### config.mk
export PLATFORM = sky130hd
export DESIGN_NAME = wm_mul_arbiter
export DESIGN_NICKNAME = d
export VERILOG_FILES = /design/src/rtl/wm_ctrl_pkg.sv /design/src/rtl/wm_rr_arbiter.sv /design/src/rtl/wm_mul_arbiter.sv
export SDC_FILE = /design/constraint.sdc
export NUM_CORES = 1
export LEC_CHECK = 0
export ABC_AREA = 1
export CORE_AREA = 2 2 182 184
export DETAILED_ROUTE_END_ITERATION = 8
export DIE_AREA = 0 0 184 186
export PLACE_DENSITY = 0.64
export SYNTH_ARGS = -nofsm -noshare
export SYNTH_HDL_FRONTEND = slang
export SYNTH_SLANG_ARGS = --single-unit
### constraint.sdc
create_clock -name clk -period 3.39 [get_ports clk]
set_clock_uncertainty 0.15 [all_clocks]
set_input_delay 1.017 -clock clk [delete_from_list [all_inputs] [get_ports clk]]
set_output_delay 1.017 -clock clk [all_outputs]
set_load 0.01 [all_outputs]
### src/rtl/wm_ctrl_pkg.sv
`default_nettype none
// +-------------------------------------------------------------------------+
// | wm_ctrl_pkg : shared types, widths and helpers for wm_mul_arbiter        |
// | Rev 1.0                                                                  |
// +-------------------------------------------------------------------------+
package wm_ctrl_pkg;

  localparam int WM_OP_W      = 32;
  localparam int WM_PROD_W    = 64;
  localparam int WM_MUL_OUT_W = 65;

  typedef enum logic [1:0] {
    IDLE = 2'd0,
    WAIT = 2'd1,
    DONE = 2'd2
  } wm_state_t;

  // Two's-complement magnitude; 0x80000000 maps to itself, which is the
  // correct unsigned magnitude of the most negative value.
  function automatic logic [WM_OP_W-1:0] wm_mag(input logic [WM_OP_W-1:0] v);
    return v[WM_OP_W-1] ? -v : v;
  endfunction

endpackage
`default_nettype wire

### src/rtl/wm_rr_arbiter.sv
`default_nettype none
// +-------------------------------------------------------------------------+
// | wm_rr_arbiter : combinational round-robin picker starting at ptr         |
// | Rev 1.0                                                                  |
// +-------------------------------------------------------------------------+
module wm_rr_arbiter #(
  parameter int NREQ = 4
) (
  input  logic [NREQ-1:0]         req,
  input  logic [$clog2(NREQ)-1:0] ptr,
  input  logic                    en,
  output logic [NREQ-1:0]         grant,
  output logic [$clog2(NREQ)-1:0] grant_idx,
  output logic                    any
);

  localparam int IW = $clog2(NREQ);

  int idx;

  always_comb begin
    grant     = '0;
    grant_idx = '0;
    any       = 1'b0;
    idx       = 0;
    for (int k = 0; k < NREQ; k++) begin
      idx = int'(ptr) + k;
      if (idx >= NREQ) idx = idx - NREQ;
      if (en && !any && req[idx]) begin
        any        = 1'b1;
        grant[idx] = 1'b1;
        grant_idx  = idx[IW-1:0];
      end
    end
  end

endmodule
`default_nettype wire

### src/rtl/wm_mul_arbiter.sv
`default_nettype none
// +-------------------------------------------------------------------------+
// | wm_mul_arbiter : round-robin sequencer for a shared multicycle 32x32     |
// | multiplier. Optional signed support via WM_ARB_SIGNED_EN. Rev 1.0        |
// +-------------------------------------------------------------------------+
module wm_mul_arbiter
  import wm_ctrl_pkg::*;
#(
  parameter int NREQ       = 4,
  parameter int MUL_CYCLES = 2
) (
  input  logic                      clk,
  input  logic                      rst_n,
  input  logic [NREQ-1:0]           req_valid,
  output logic [NREQ-1:0]           req_ready,
  input  logic [NREQ*WM_OP_W-1:0]   req_a,
  input  logic [NREQ*WM_OP_W-1:0]   req_b,
`ifdef WM_ARB_SIGNED_EN
  input  logic [NREQ-1:0]           req_signed,
`endif
  output logic [WM_OP_W-1:0]        mul_a,
  output logic [WM_OP_W-1:0]        mul_b,
  input  logic [WM_MUL_OUT_W-1:0]   mul_p,
  output logic                      resp_valid,
  input  logic                      resp_ready,
  output logic [$clog2(NREQ)-1:0]   resp_id,
  output logic [WM_PROD_W-1:0]      resp_prod,
  output logic                      busy
);

  localparam int              IW       = $clog2(NREQ);
  localparam int              CW       = (MUL_CYCLES > 1) ? $clog2(MUL_CYCLES) : 1;
  localparam logic [CW-1:0]   CNT_LOAD = CW'(MUL_CYCLES - 1);
  localparam logic [IW-1:0]   LAST_IDX = IW'(NREQ - 1);

  wm_state_t            state;
  logic [IW-1:0]        ptr;
  logic [CW-1:0]        cnt;
  logic [NREQ-1:0]      grant;
  logic [IW-1:0]        grant_idx;
  logic                 grant_any;
  logic [WM_OP_W-1:0]   raw_a;
  logic [WM_OP_W-1:0]   raw_b;
  logic [WM_OP_W-1:0]   sel_a;
  logic [WM_OP_W-1:0]   sel_b;
  logic [WM_PROD_W-1:0] prod_next;
  logic                 unused_mul_msb;

  wm_rr_arbiter #(.NREQ(NREQ)) u_rr (
    .req       (req_valid),
    .ptr       (ptr),
    .en        (state == IDLE),
    .grant     (grant),
    .grant_idx (grant_idx),
    .any       (grant_any)
  );

  assign req_ready      = grant;
  assign unused_mul_msb = mul_p[WM_MUL_OUT_W-1];
  assign raw_a          = req_a[grant_idx*WM_OP_W +: WM_OP_W];
  assign raw_b          = req_b[grant_idx*WM_OP_W +: WM_OP_W];

`ifdef WM_ARB_SIGNED_EN
  logic sign_d;
  logic sign_q;

  // Multiply magnitudes and re-apply the sign when the product is captured.
  assign sign_d    = req_signed[grant_idx] & (raw_a[WM_OP_W-1] ^ raw_b[WM_OP_W-1]);
  assign sel_a     = req_signed[grant_idx] ? wm_mag(raw_a) : raw_a;
  assign sel_b     = req_signed[grant_idx] ? wm_mag(raw_b) : raw_b;
  assign prod_next = sign_q ? -mul_p[WM_PROD_W-1:0] : mul_p[WM_PROD_W-1:0];

  always_ff @(posedge clk or negedge rst_n) begin
    if (!rst_n) begin
      sign_q <= 1'b0;
    end else if (state == IDLE && grant_any) begin
      sign_q <= sign_d;
    end
  end
`else
  assign sel_a     = raw_a;
  assign sel_b     = raw_b;
  assign prod_next = mul_p[WM_PROD_W-1:0];
`endif

  always_ff @(posedge clk or negedge rst_n) begin
    if (!rst_n) begin
      state      <= IDLE;
      ptr        <= '0;
      cnt        <= '0;
      mul_a      <= '0;
      mul_b      <= '0;
      resp_prod  <= '0;
      resp_id    <= '0;
      resp_valid <= 1'b0;
      busy       <= 1'b0;
    end else begin
      unique case (state)
        IDLE: begin
          if (grant_any) begin
            mul_a   <= sel_a;
            mul_b   <= sel_b;
            resp_id <= grant_idx;
            ptr     <= (grant_idx == LAST_IDX) ? '0 : grant_idx + IW'(1);
            cnt     <= CNT_LOAD;
            busy    <= 1'b1;
            state   <= WAIT;
          end
        end
        // Operands are held stable here so the multiplier is a multicycle path.
        WAIT: begin
          if (cnt == '0) begin
            resp_prod  <= prod_next;
            resp_valid <= 1'b1;
            state      <= DONE;
          end else begin
            cnt <= cnt - CW'(1);
          end
        end
        DONE: begin
          if (resp_ready) begin
            resp_valid <= 1'b0;
            busy       <= 1'b0;
            state      <= IDLE;
          end
        end
        default: state <= IDLE;
      endcase
    end
  end

endmodule
`default_nettype wire

# == Yosys cells after proc, flatten, opt, wreduce, memory -nomap -nowiden ==
# Cells that the tools add are included.
# W data, S select, Z words.
# word_totals
regBits,137
wordCells,114
in_bits,328
# op_classes
bitwise_logic,4
n_reduce_logical,24
mux,48
order_cmp,12
add_sub_neg,9
eq_ne,6
shifts,2
# ops
op,n
$shiftx A128 B8 Y32,2
$ge A32 B1 Y1 const B,4
$lt A32 B4 Y1 const B,4
$mux W32,4
$ge A32 B4 Y1 const B,3
$sub A32 B4 Y32 const B,3
$mux W1,20
$mux W2,8
$mux W4,4
$or A4 B4 Y4,3
$logic_and A1 B1 Y1,11
$reduce_and A3 Y1,3
$bmux W1 S2,4
$demux W1 S2,4
$add A2 B2 Y3 const B,2
$ne A2 B2 Y1 const B,3
$pmux W1 S2,3
$pmux W2 S3,1
$reduce_and A2 Y1,3
$reduce_bool A2 Y1,3
$eq A2 B2 Y1 const B,2
$sub A2 B3 Y4 const B,1
$add A2 B1 Y3 const B,1
$ge A2 B3 Y1 const B,1
other kinds (6),8

# == Longest topological paths before layout ==
# Gate-level depths: netlist of the first run.
# logic_depth
depth_word,21
ltp_mapped,18
ltp_nobuf,14

# == By module ==
# From an unflattened synthesis of the first run, not the netlist that was laid out.
# hier_totals
hier_cells,1317
hier_area_um2,8585.7
# by_module_without_submodules
module,area_each_um2,seq_area_each_um2,cells_each,instances
wm_mul_arbiter,8039.0,3428.3,1226,1
wm_rr_arbiter,546.8,0.0,91,1

# == Least setup slack after synthesis of the first run ==
# No wires, ideal clock.
# synth_timing
path_kind,input-to-output
startpoint,in req_valid[3]
endpoint,out req_ready[2]
required_ps,2223
slack_ps,334
stages,7
arrival_time_ps,1889
path_cell_list,nand2_1 > nand3_2 > nand2_2 > nand4_1 > inv_1 > a221oi_1 > o21ai_0
# synth_between
elab_chain_cells,17
word_cells_on_any_way,32
cone_classes,mux: 19; bitwise: 3; reduce/logical: 10
# synth_lines
element,line_no,rtl
"start, declared",wm_mul_arbiter.sv:14,"input logic [NREQ-1:0] req_valid,"
$bmux W1 S2,wm_rr_arbiter.sv:29,if (en && !any && req[idx]) begin
$mux W1 (implied by the code) (2 in series),wm_rr_arbiter.sv:29,
$logic_and A1 B1 Y1,wm_rr_arbiter.sv:29,
$mux W1,wm_rr_arbiter.sv:29,
$logic_not A1 Y1,wm_rr_arbiter.sv:29,
$logic_and A1 B1 Y1 (2 in series),wm_rr_arbiter.sv:29,
$mux W1,wm_rr_arbiter.sv:29,
$logic_not A1 Y1,wm_rr_arbiter.sv:29,
$logic_and A1 B1 Y1 (2 in series),wm_rr_arbiter.sv:29,
$mux W1,wm_rr_arbiter.sv:29,
$logic_not A1 Y1,wm_rr_arbiter.sv:29,
$logic_and A1 B1 Y1 (2 in series),wm_rr_arbiter.sv:29,
$mux W4 (*),wm_rr_arbiter.sv:29,
"end, declared",wm_mul_arbiter.sv:15,"output logic [NREQ-1:0] req_ready,"
# Every way passes the cells marked *; elsewhere a longest branch is shown, timed or not. The select of a mux whose other input is x is not followed.

# == Worst setup path in the final report of the first run ==
# layout_timing
startpoint,in req_valid[1]
endpoint,out req_ready[3]
# Same word-level chain as after synthesis.

==> flow_summary.ini, run 1 <==
[finish]
final_common_cell = clkdlybuf4s50_1
syn2layout_area_growth_pct = 75.6
layout_common_cells = clkdlybuf4s50_1, nand2_1, nand3_1
utilization_pct = 45.0
multi_input_area_um2 = 3970
diodes = 0
nets = 1907
drive_gt1_share_pct = 14.2
final.fill_count = 3171
seq_area_um2 = 3430

[timing]
holdWs_ns = 0.328
final-hold-violation-count = 0
layout_worst_path_cycle_share_pct = 97.8
maxSlewHeadroom_pct = 53.8
fin_crit_ns = 3.31
tightest_slew_ns = 0.691
slew_viol_final = 0
max_clock_freq_mhz = 302
setup_viol = 0

[power]
power_mw = 15.6
power_frac_clock_pct = 11.8
seq_power_share_pct = 19.4
p_per_area_nw_per_um2 = 1080
vdd_drop_max_v = 0.000901
p_comb_share_pct = 68.8
internal_power_mw = 8.69
swShare_pct = 44.3
switching_power_mw = 6.92
leakage_nw = 6.88

[cts]
clock_path_buffers = 2
cts_tree = yes
cts_made_buffers = 17
ctsHoldBuffers = 0
cts.sinks = 137
root_buffer = clkbuf_16
clk_pin_slew_ns = 0.06
worstSkewPairLatency_ns = 0.43
htree_levels = 4

[yosys]
yosysTopAreaCell = dfrtp_1
synth_seq_cells = 137
yosysTopAreaCellShare_pct = 41.5
synthTopCellsByArea = dfrtp_1, nand2_1, nand3_1, mux2_2, inv_1
synth.avg_cell_area_um2 = 7.61
syn_nets = 1423
synth_cell_types = 33
ys_seq_area_share_pct = 41.5
yosysWarnings = 0
synthesis.area_um2 = 8260
syn_inst = 1086

[global_routing]
overflow = 0
grt_pass1_wl_um = 45300
grt_pass1_vias = 8505
antenna_found_initial = 0
grt_max_degree = 70
grt_util_all_layers_pct = 17.2

[die]
start_util_pct = 25.6
row_count = 66
die-area_um2 = 34200
io_pins = 464
die-width_um = 184
die_y_um = 186
core_area_um2 = 32200

[place]
gp_congestion = 0.830
port_buffers = 462
hpwl_um = 22900

[setup_path]
crit_arrival_ns = 2.15
cpPeakStageDelay_ns = 0.17
critPathRequiredTime_ns = 2.22
path_cells = clkbuf_2, nand2_2, nand3_4, nand2_4, buf_4, nand3_4, buf_12, o221ai_1, buf_2
critical-path-slowest-cell = o221ai_1
crit_type = input pin to output port
critPathMaxFanout = 4
path_common_cell = nand3_4
critPathLaunchType = input pin
endpoint_kind = output port

[detailed_routing]
first_pass_iters = 5
avgRoutedWirePerCell_um = 15.7
dr_total_vias = 8674
vias_per_cell = 4.36
routed_wirelength_um = 31300
postRouteAntennaNets = 0
drt_iter0_drc = 355
drcViolationCount = 0

[outcome]
status = completed

[job]
cap_violations = 0

[min_path]
holdCritPathClass = flop to flop
logic make-up (layout without fill, tap and decap cells):
kind of cell               after synthesis  after routing  share of synthesized area, %
AOI/OAI and AO/OA                       36             36                          2.48
adders and majority gates                9              9                          1.36
buffers and inverters                  247            744                          12.4
DFF                                    137            137                          41.5
muxes                                   64             64                          8.72
and+or+nand+nor                        593            593                          33.5
metal layers:
metal,up-vias,GRT usage (%),share of wire (%)
li1,4342,-,-
met1,3997,19.9,41
met2,304,30.3,50
met3,31,5.22,7.0
met4,0,5.28,1.9
met5,-,0,0
repair_timing:
| action | CTS | global route |
|---|---|---|
| gates cloned | 0 | 4 |
| setup endpoints to repair | 4 | 68 |
| resized for setup | 32 | 32 |
| setup buffers | 8 | 5 |
| pin swaps | 2 | 13 |
power groups by stage:
stage	clock [mW]	combinational, mW	sequential (mW)
final	1.84	10.7	3.03
after global routing	1.99	11.9	3.13
after CTS	1.92	10.3	3.03
after detailed placement	0	10.2	3.04
after global placement	0	10.1	3.01
after floorplan	0	5.36	3.41
worst max-delay path, delay by kind of cell:
kind	cells	cell delay (ns)
buffers and inverters	4	0.54
AND/OR/NAND/NOR	4	0.40
AO/OA/AOI/OAI	1	0.17
Yosys cell counts (all sizes together):
cell    number
a21oi       19
o22ai        1
a22oi        3
nor2        10
clkbuf      31
mux2        64
nand3b       1
o221ai       3
a221oi       1
nand3      203
ha           9
buf         31
or2         87
inv        185
nand2      288
dfrtp      137
o21ai        8
nand4        4
a31oi        1
registers in the layout (all words and copies together), names as in the netlist:
name	count
resp_valid	1
state	2
ptr	2
cnt	1
mul_a	32
mul_b	32
resp_prod	64
resp_id	2
busy	1
stage by stage:
step | setup slack (ns) | cells | setup TNS [ns] | instance area [µm²]
6_report | 0.0756 | 1991 | 0 | 14500
5_1_grt | -0.0620 | 1991 | -1.41 | 14500
4_1_cts | 0.0196 | 1982 | 0 | 14300
3_5_place_dp | -0.688 | 1942 | -3.00 | 13600
3_3_place_gp | -0.660 | 1942 | -2.82 | 13600
2_1_floorplan | 0.334 | 1086 | 0 | 8260
final timing paths:
path                                       to          from  depth (start not counted)  slack [ns]
worst max-delay path             req_ready[3]  req_valid[1]                          9        0.08
worst min-delay path                mul_b[13]     mul_b[13]                          2        0.33
worst max register to register       mul_a[1]        ptr[0]                         20        0.10
worst min register to register      mul_b[13]     mul_b[13]                          2        0.33
max in group asynchronous       resp_prod[32]         rst_n                          2        1.85
min in group asynchronous           mul_a[18]         rst_n                          1        0.43
area by class of cell:
| type | instances | area share (%) |
|---|---|---|
| repair buffers | 527 | 36.7 |
| flip-flops and latches | 137 | 23.6 |
| clock inverters | 14 | 0.914 |
| well taps | 408 | 3.52 |
| inverters | 185 | 4.80 |
| multi-input cells | 702 | 27.4 |
| clock buffers | 18 | 3.03 |
Power figures use the tool's default switching activity.
==> inputs of run 2 (changes only) <==
--- a/config.mk
+++ b/config.mk
@@ -13,3 +13,4 @@
 export SYNTH_ARGS = -nofsm -noshare
 export SYNTH_HDL_FRONTEND = slang
 export SYNTH_SLANG_ARGS = --single-unit
+export TNS_END_PERCENT = 10
==> results of run 2 <==
Same layout as run 1: the final DEF is identical, and so are final timing and power.
